--- src/rtl/tof_shot_sequencer.sv ---
// Per-shot ToF hit collector: gathers the first hit per pixel during a fixed
// window, then streams one timestamp per pixel to the histogram builder.
//
// state     | meaning
// S_IDLE    | waiting for acq_start
// S_COLLECT | window open, first hit per pixel captured
// S_DRAIN   | one word per pixel emitted, ascending order
module tof_shot_sequencer #(
    parameter int NP            = 10,
    parameter int PIXEL_NUM     = 6,
    parameter int WINDOW_CYCLES = 64
) (
    input  logic                         clk,
    input  logic                         res,
    input  logic                         acq_start,
    input  logic                         hit_valid,
    input  logic [$clog2(PIXEL_NUM)-1:0] hit_pixel,
    input  logic [NP-1:0]                hit_time,
    output logic                         wrEn,
    output logic [NP-1:0]                data,
    output logic                         busy,
    output logic                         done,
    output logic                         overrun,
    output logic [7:0]                   drop_cnt
);
    localparam int PW = $clog2(PIXEL_NUM);
    localparam int IW = $clog2(PIXEL_NUM + 1);
    localparam int WW = (WINDOW_CYCLES > 1) ? $clog2(WINDOW_CYCLES) : 1;

    localparam logic [NP-1:0] NO_HIT   = '1;
    localparam logic [NP-1:0] MAX_TIME = {{(NP-1){1'b1}}, 1'b0};
    localparam logic [PW:0]   PIX_LIM  = (PW+1)'(PIXEL_NUM);
    localparam logic [IW-1:0] IDX_END  = IW'(PIXEL_NUM);
    localparam logic [IW-1:0] IDX_LAST = IW'(PIXEL_NUM - 1);
    localparam logic [WW-1:0] WIN_LOAD = WW'(WINDOW_CYCLES - 1);

    typedef enum logic [1:0] {S_IDLE, S_COLLECT, S_DRAIN} state_t;

    state_t               state, state_nxt;
    logic [PIXEL_NUM-1:0] slot_valid;
    logic [NP-1:0]        slot_time [PIXEL_NUM];
    logic [WW-1:0]        win_cnt;
    logic [IW-1:0]        drain_idx;

    logic          in_range, store, drop, win_last, drain_end;
    logic [NP-1:0] hit_clamped, first_word, drain_word;
    logic          wr_nxt, done_nxt;
    logic [NP-1:0] data_nxt;

    assign in_range    = {1'b0, hit_pixel} < PIX_LIM;
    assign store       = (state == S_COLLECT) && hit_valid && in_range && !slot_valid[hit_pixel];
    assign drop        = (state == S_COLLECT) && hit_valid && !store;
    assign hit_clamped = (hit_time == NO_HIT) ? MAX_TIME : hit_time;
    assign win_last    = (win_cnt == '0);
    assign drain_end   = (drain_idx == IDX_END);
    assign busy        = (state != S_IDLE);

    // Pixel 0 leaves on the same edge as the last window hit, so forward it.
    assign first_word = (store && hit_pixel == '0) ? hit_clamped :
                        slot_valid[0] ? slot_time[0] : NO_HIT;
    assign drain_word = slot_valid[drain_idx] ? slot_time[drain_idx] : NO_HIT;

    always_ff @(posedge clk) begin
        if (res) state <= S_IDLE;
        else     state <= state_nxt;
    end

    always_comb begin
        state_nxt = state;
        wr_nxt    = 1'b0;
        data_nxt  = '0;
        done_nxt  = 1'b0;
        case (state)
            S_IDLE: begin
                if (acq_start) state_nxt = S_COLLECT;
            end
            S_COLLECT: begin
                if (win_last) begin
                    state_nxt = S_DRAIN;
                    wr_nxt    = 1'b1;
                    data_nxt  = first_word;
                    done_nxt  = (PIXEL_NUM == 1);
                end
            end
            S_DRAIN: begin
                if (drain_end) begin
                    state_nxt = S_IDLE;
                end else begin
                    wr_nxt   = 1'b1;
                    data_nxt = drain_word;
                    done_nxt = (drain_idx == IDX_LAST);
                end
            end
            default: state_nxt = S_IDLE;
        endcase
    end

    always_ff @(posedge clk) begin
        if (res) begin
            slot_valid <= '0;
            win_cnt    <= '0;
            drain_idx  <= '0;
            wrEn       <= 1'b0;
            data       <= '0;
            done       <= 1'b0;
            overrun    <= 1'b0;
            drop_cnt   <= '0;
        end else begin
            wrEn <= wr_nxt;
            data <= data_nxt;
            done <= done_nxt;
            if (acq_start && state != S_IDLE) overrun <= 1'b1;
            if (drop && drop_cnt != 8'hFF) drop_cnt <= drop_cnt + 8'd1;
            case (state)
                S_IDLE: begin
                    if (acq_start) begin
                        slot_valid <= '0;
                        win_cnt    <= WIN_LOAD;
                    end
                end
                S_COLLECT: begin
                    if (store) slot_valid[hit_pixel] <= 1'b1;
                    // Word 0 is emitted on the window-exit edge; drain resumes at 1.
                    if (win_last) drain_idx <= IW'(1);
                    else          win_cnt   <= win_cnt - WW'(1);
                end
                S_DRAIN: begin
                    if (!drain_end) drain_idx <= drain_idx + IW'(1);
                end
                default: ;
            endcase
        end
    end

    always_ff @(posedge clk) begin
        if (store) slot_time[hit_pixel] <= hit_clamped;
    end
endmodule

--- config.mk ---
export PLATFORM = sky130hd
export DESIGN_NAME = tof_shot_sequencer
export DESIGN_NICKNAME = d
export VERILOG_FILES = /design/src/rtl/tof_shot_sequencer.sv
export SDC_FILE = /design/constraint.sdc
export NUM_CORES = 1
export LEC_CHECK = 0
export BUFFER_PORTS_ARGS = -buffer_cell sky130_fd_sc_hd__buf_4
export CAP_MARGIN = 20
export CELL_PAD_IN_SITES_DETAIL_PLACEMENT = 1
export CELL_PAD_IN_SITES_GLOBAL_PLACEMENT = 1
export CORE_MARGIN = 10
export CORE_UTILIZATION = 45
export CTS_BUF_LIST = sky130_fd_sc_hd__clkbuf_8 sky130_fd_sc_hd__clkbuf_16
export DETAILED_ROUTE_END_ITERATION = 8
export HOLD_SLACK_MARGIN = 0.08
export PLACE_DENSITY_LB_ADDON = 0.1
export SLEW_MARGIN = 20
export SYNTH_ARGS = -nofsm -noshare
export SYNTH_HDL_FRONTEND = slang
export SYNTH_SLANG_ARGS = --single-unit
export TNS_END_PERCENT = 10
--- constraint.sdc ---
create_clock -name clk -period 6.4 [get_ports clk]
set_input_delay 1.28 -clock clk [delete_from_list [all_inputs] [get_ports clk]]
set_output_delay 1.28 -clock clk [all_outputs]
set_load 0.01 [all_outputs]
==> flow_summary_export.csv, run 1 <==
group,metric,value,unit
logic_synthesis,synth.area.top_cells,"edfxtp_1, dfxtp_1, mux2i_1",
final_layout,nNetsFinal,429,
final_layout,multiInputGateArea,0.00157,mm2
floorplan,initial_utilization,0.465,
logic_synthesis,synthSimpleGateAreaFrac,0.112,
global_route,grt_use_met1,0.185,
pwr,switching_share,0.314,
setup_path,critPathArrivalTime,3270,ps
floorplan,fp.dieH,118,um
setup_path,required,6390,ps
logic_synthesis,synthAdderAreaFrac,0.0319,
timing,fin_crit,3280,ps
hold_path,hold_depth,2,
drt,wl_per_cell,19.1,um
clocking,hold_buffers,0,
logic_synthesis,ys.flop_type,"edfxtp_1",
place,routabilityCongestion,0.793,
global_route,antenna_found_initial,0,
place,hpwl,7160,um
place,port_buffers,38,
pwr,power_density,299,mW/mm2
logic_synthesis,synth_most_common_cell,"edfxtp_1",
logic_synthesis,synth_seq_cells,101,
run_status,status,"complete, no violations",
final_layout,n_fill_cell,1020,
global_route,met2_usage,0.259,
hold_path,min-delay-start,"overrun$_SDFFE_PP0P_",
setup_path,reg2reg_slack,3530,ps
timing,setup_viol,0,
pwr,vdd_drop_max,0.190,mV
hold_path,min_to,"overrun$_SDFFE_PP0P_",
timing,rsz0062_at_grt,"no",
setup_path,crit_cells,5,
drt,drc,0,
final_layout,drive_gt1_frac,0.148,
timing,relSlewSlack,0.349,
logic_synthesis,synth_warnings,0,
clocking,clk_latency,370,ps
clocking,cts-root-buf,"clkbuf_8",
floorplan,core_area,0.00928,mm2
setup_path,endpoint_kind,"flip-flop",
setup_path,cp_top_family,"simple AND/OR/NAND/NOR gates",
timing,maxSlewViolCount,0,
setup_path,cp_slowest_stage_delay,770,ps
final_layout,fin_util,0.525,
timing,fin_ws,3120,ps
setup_path,timing.rr.start,"state[1]$_SDFFE_PP0P_",
setup_path,cp-start-kind,"input pin",
final_layout,register_area,0.00262,mm2
setup_path,crit_buf_inv,1,
global_route,top_usage_layer,"met2",
setup_path,rr_worst_depth,6,
logic_synthesis,netlist_instances,372,
clocking,ctsResizeCount,0,
place,dp_cells,519,
timing,worst_pin_slew,973,ps
clocking,cts_tree,"yes",
global_route,grt-ovfl-total,0,
pwr,leakage,1.78,nW
logic_synthesis,yosys.area.top_type,"edfxtp_1",
pwr,combPwrFrac,0.199,
logic_synthesis,synth-edff-count,60,
timing,fmax,305,MHz
clocking,clk_pin_slew,90,ps
global_route,use_met3,0.0249,
logic_synthesis,synth_cell_types,44,
global_route,grt_pass1_wl,17000,um
timing,min_period_over_period,0.513,
global_route,grt_pass1_vias,3142,
floorplan,boundaryPins,39,
clocking,post_cts_buffers,0,
logic_synthesis,synth_top_family_by_area,"compound AO/OA/AOI/OAI gates",
drt,num_vias,2956,
drt,vias_per_cell,5.53,
clocking,clock_path_buffers,2,
logic_synthesis,synth_top_area_frac,0.417,
hold_path,hp-class,"flip-flop to flip-flop",
clocking,cts_max_level,3,
setup_path,crit_fanout,10,
pwr,switchingPower,0.457,mW
final_layout,diodes,0,
drt,drt-pass1-iter-count,6,
place,place_ws,2710,ps
logic_synthesis,synth_top_cells_by_count,"edfxtp_1, dfxtp_1, nor2_1",
logic_synthesis,synth_xor_xnor_area_share,0.0122,
setup_path,reg2reg_to,"slot_time[1][7]$_DFFE_PP_",
pwr,report.power.total,1.46,mW
flow_run,drv_cap,0,
logic_synthesis,syn_avg_cell_area,11.6,um2
pwr,intPower,0.998,mW
floorplan,die_w,118,um
pwr,pwr-share-seq,0.544,
logic_synthesis,syn_area,0.00432,mm2
global_route,grt_max_degree,41,
logic_synthesis,async_reset_ff_frac,0,
drt,routed_wl,10200,um
timing,fin_skew,12.1,ps
setup_path,worstSetupPathType,"input pin to flip-flop",
floorplan,rows,35,
setup_path,critical_path.slowest_cell,"nor2_1",
timing,setup-tns-final,0,ps
drt,detail-route-antenna-nets,0,
drt,drt_iter0_drc,101,
global_route,grt_usage,0.150,
floorplan,dieArea,0.0139,mm2
final_layout,instances_no_fill,535,
logic_synthesis,synthMuxAreaShare,0.0704,
logic_synthesis,seq_area_frac_synth,0.607,
logic_synthesis,synth_compound_area_frac,0.136,
setup_path,crit_chain,"buf_4, mux2_1, o31a_1, or3b_1, nor2_1",
clocking,clock_sinks,101,
pwr,clkPwrFrac,0.257,
logic_synthesis,synth_fp_nets,400,
clocking,cts-buffers-inserted,9,
timing,hold_violations,0,
final_layout,area_growth,12.8,%
[cell type report]
class | instances | area share
clock buffers | 9 | 0.0254
repair buffers | 41 | 0.0632
flip-flops and latches | 101 | 0.538
multi-input cells | 238 | 0.322
well taps | 129 | 0.0331
inverters | 10 | 0.00770
clock inverters | 7 | 0.0103
[worst max-delay path by stage]
stage | from | endpoint | slack, ps
after floorplan | hit_pixel[0] | slot_time[5][0]$_DFFE_PP_ | 3190
after global placement | hit_pixel[0] | slot_time[3][2]$_DFFE_PP_ | 2810
after detailed placement | hit_pixel[0] | slot_time[3][2]$_DFFE_PP_ | 2710
after CTS | hit_pixel[0] | slot_time[1][4]$_DFFE_PP_ | 3090
after global routing | hit_pixel[0] | slot_time[3][6]$_DFFE_PP_ | 2950
final | hit_pixel[0] | slot_time[1][7]$_DFFE_PP_ | 3120
[power by group through the flow]
stage               Sequential (mW)  Clock [mW]  Combinational, mW
CTS                           0.794       0.382              0.296
global placement              0.805           0              0.284
global route                  0.803       0.408              0.330
floorplan                     0.786           0              0.212
finish                        0.791       0.374              0.290
detailed placement            0.808           0              0.293
[tightest hold or removal path, delay by kind of cell (launching register included)]
family	cells	cell delay (ps)
compound gates	1	40
flops	1	350
simple gates	1	80
[logic make-up after synthesis]
family | after synthesis
and+or+nand+nor | 103
DFF | 101
AOI/OAI and AO/OA | 89
buffers and inverters | 33
muxes | 29
adders and majority gates | 11
xor gates and xnor gates | 6
[stage by stage]
| stage | hold WS (ps) | area, um2 |
|---|---|---|
| 2_1_floorplan | 450 | 4320 |
| 3_3_place_gp | 451 | 4700 |
| 3_5_place_dp | 485 | 4700 |
| 4_1_cts | 506 | 4870 |
| 5_1_grt | 537 | 4870 |
| 6_report | 500 | 4870 |
[layer usage]
metal  wire length (um)  vias up
met5                  0        -
met4                151        0
met3                322       14
met2               5180       57
met1               4550     1467
li1                   -     1418
[state kept, by name (all words and copies together) (netlist names), named ones only]
signal	count
data	10
done	1
drain_idx	3
drop_cnt	8
overrun	1
slot_time	60
slot_valid	6
state	2
win_cnt	6
wrEn	1
[cells in the final DEF, fill, tap and decap left out, drive strengths merged, types with 2 or more instances in the layout]
cell type  count
o21a           6
o31a           2
o221ai        10
or4            2
or3            6
nor2          33
a211oi         3
nor2b          3
nand2         31
o21ai         27
nor4           2
xor2           6
clkbuf         9
nand3          8
ha            11
and2           2
inv           11
nand4          2
edfxtp        60
buf           41
clkinvlp       2
dfxtp         41
mux2i         27
clkinv         4
o211a         10
o31ai          2
a21oi         22
nand2b         8
nand3b         2
No activity file was read; power rests on OpenSTA's default activity.
==> run 2: changes to the inputs <==
- CORE_UTILIZATION: 45 -> 43
- clock period: 6.4 -> 2.88 ns (I/O delays scaled with it)
==> run 2 against run 1 <==
Sequential share of layout area decreased by 0.70 points. Sequential power is 120% higher. Wire length is 0.84% lower. Global-route usage is 0.63 points lower. Critical path depth stayed put. First-iteration DRC count up 9.9%. Power is 120% higher. Setup slack worse by 2500 ps. Via count down 0.95%. Critical path type is now flip-flop to flip-flop. Highest routed layer unchanged.
==> flow_summary_export.csv, run 2 (same netlist as run 1, synthesis figures left out) <==
group,metric,value,unit
setup_path,crit_top_cell,"inv_1",
final_layout,nNetsFinal,437,
setup_path,crit_chain,"inv_1, ha_1, nand2_1, or4_1, inv_1",
setup_path,critPathArrivalTime,2290,ps
place,place_ws,376,ps
global_route,grt_pass1_wl,16500,um
global_route,antenna_found_initial,0,
final_layout,largest_register_ffs,60,
setup_path,timing.rr.start,"state[1]$_SDFFE_PP0P_",
timing,min_period_over_period,0.791,
setup_path,crit_fanout,11,
drt,wl_per_cell,18.5,um
drt,drt_iter0_drc,111,
timing,setup-tns-final,0,ps
clocking,cts_max_level,3,
timing,fmax,439,MHz
drt,drt-pass1-iter-count,4,
clocking,clk_latency,360,ps
setup_path,endpoint_kind,"flip-flop",
clocking,post_cts_buffers,0,
floorplan,die_w,120,um
clocking,cts-root-buf,"clkbuf_8",
setup_path,reg2reg_to,"slot_time[0][0]$_DFFE_PP_",
place,hpwl,7270,um
timing,fin_skew,12.3,ps
final_layout,final_common_cell,"edfxtp_1",
pwr,leakage,1.82,nW
timing,hold_violations,0,
pwr,power_density,655,mW/mm2
final_layout,drive_gt1_frac,0.167,
flow_run,drv_cap,0,
floorplan,initial_utilization,0.442,
timing,maxSlewViolCount,0,
drt,detail-route-antenna-nets,0,
clocking,cts-buffers-inserted,9,
run_status,status,"complete, no violations",
final_layout,n_fill_cell,1085,
final_layout,regMostFlops,"slot_time",
pwr,report.power.total,3.23,mW
place,routabilityCongestion,0.815,
setup_path,rr_worst_depth,5,
setup_path,cp-start-kind,"flip-flop",
floorplan,dieArea,0.0145,mm2
setup_path,worstSetupPathType,"flip-flop to flip-flop",
clocking,clk_pin_slew,100,ps
timing,setup_viol,0,
global_route,grt-ovfl-total,0,
final_layout,instances_no_fill,547,
place,dp_cells,531,
clocking,clock_path_buffers,2,
setup_path,required,2890,ps
drt,drc,0,
final_layout,layout_common_cells,"edfxtp_1, buf_4, dfxtp_1",
setup_path,critical_path.slowest_cell,"or4_1",
drt,num_vias,2928,
clocking,hold_buffers,0,
setup_path,cp_slowest_stage_delay,660,ps
timing,fin_crit,2280,ps
drt,routed_wl,10100,um
setup_path,reg2reg_slack,600,ps
timing,rsz0062_at_grt,"no",
floorplan,rows,36,
timing,fin_ws,601,ps
setup_path,crit_path_start,"state[1]$_SDFFE_PP0P_",
floorplan,core_area,0.00977,mm2
floorplan,fp.dieH,120,um
clocking,clock_sinks,101,
final_layout,area_growth,14.2,%
final_layout,diodes,0,
place,port_buffers,38,
clocking,ctsResizeCount,0,
pwr,vdd_drop_max,0.311,mV
global_route,grt_max_degree,29,
clocking,cts_tree,"yes",
drt,vias_per_cell,5.35,
global_route,grt_usage,0.144,
timing,worst_pin_slew,887,ps
floorplan,boundaryPins,39,
final_layout,reg.largest.list,"slot_time: 60 flops, data: 10 flops, drop_cnt: 8 flops",
global_route,grt_pass1_vias,3064,
hold_path,hp-class,"input pin to flip-flop",
timing,relSlewSlack,0.408,
setup_path,crit_end,"slot_time[0][0]$_DFFE_PP_",
==> run 2: cell types whose count changed in the layout (fill, tap and decap cells not counted), sizes merged <==
cell,previous run,this run
inv,11,12
buf,41,49
clkinv,4,3
==> run 2: layout make-up <==
class                      instances  area (um2)  area share
clock buffer                       9         124      0.0251
clock inverter                     7        48.8     0.00989
inverter                          10        37.5     0.00760
multi-input combinational        238        1570       0.318
sequential                       101        2620       0.531
tap                              133         166      0.0337
timing repair buffer              49         368      0.0745
==> run 2: routing by layer <==
layer | vias to the layer above | global-route usage | share of wire
li1 | 1431 | - | -
met2 | 44 | 0.251 | 0.52
met3 | 2 | 0.0363 | 0.032
met4 | 0 | 0.0377 | 0.0043
met1 | 1451 | 0.173 | 0.44
met5 | - | 0 | 0
==> run 2: power breakdown <==
group          switching [mW]  internal [mW]
clock network           0.497          0.319
logic                   0.380          0.275
registers               0.126           1.64
total                    1.00           2.23
==> run 2: worst min path at each step <==
stage                                     from                         end  slack [ps]  cells past startpoint
floorplan           slot_valid[4]$_SDFFE_PP0P_  slot_valid[4]$_SDFFE_PP0P_         450                      1
global placement          overrun$_SDFFE_PP0P_        overrun$_SDFFE_PP0P_         460                      2
detailed placement        overrun$_SDFFE_PP0P_        overrun$_SDFFE_PP0P_         480                      2
CTS                                hit_time[4]   slot_time[2][4]$_DFFE_PP_         440                      1
global route                       hit_time[4]   slot_time[1][4]$_DFFE_PP_         440                      1
finish                             hit_time[4]   slot_time[5][4]$_DFFE_PP_         470                      1
==> run 2: worst max-delay path: cells and delay by family (launching register included) <==
family / cells / cell delay (ps)
and+or+nand+nor: 2 / 800
DFF: 1 / 340
buffers and inverters: 2 / 530
adders and majority gates: 1 / 270
==> run 2: metrics by stage <==
step                      hold WS [ps]  cell area, um2   util
after floorplan                    450            4320      -
after detailed placement           479            4760  0.487
final                              468            4940  0.505
after global routing               439            4940  0.505
after global placement             460            4760  0.487
after CTS                          442            4940  0.505
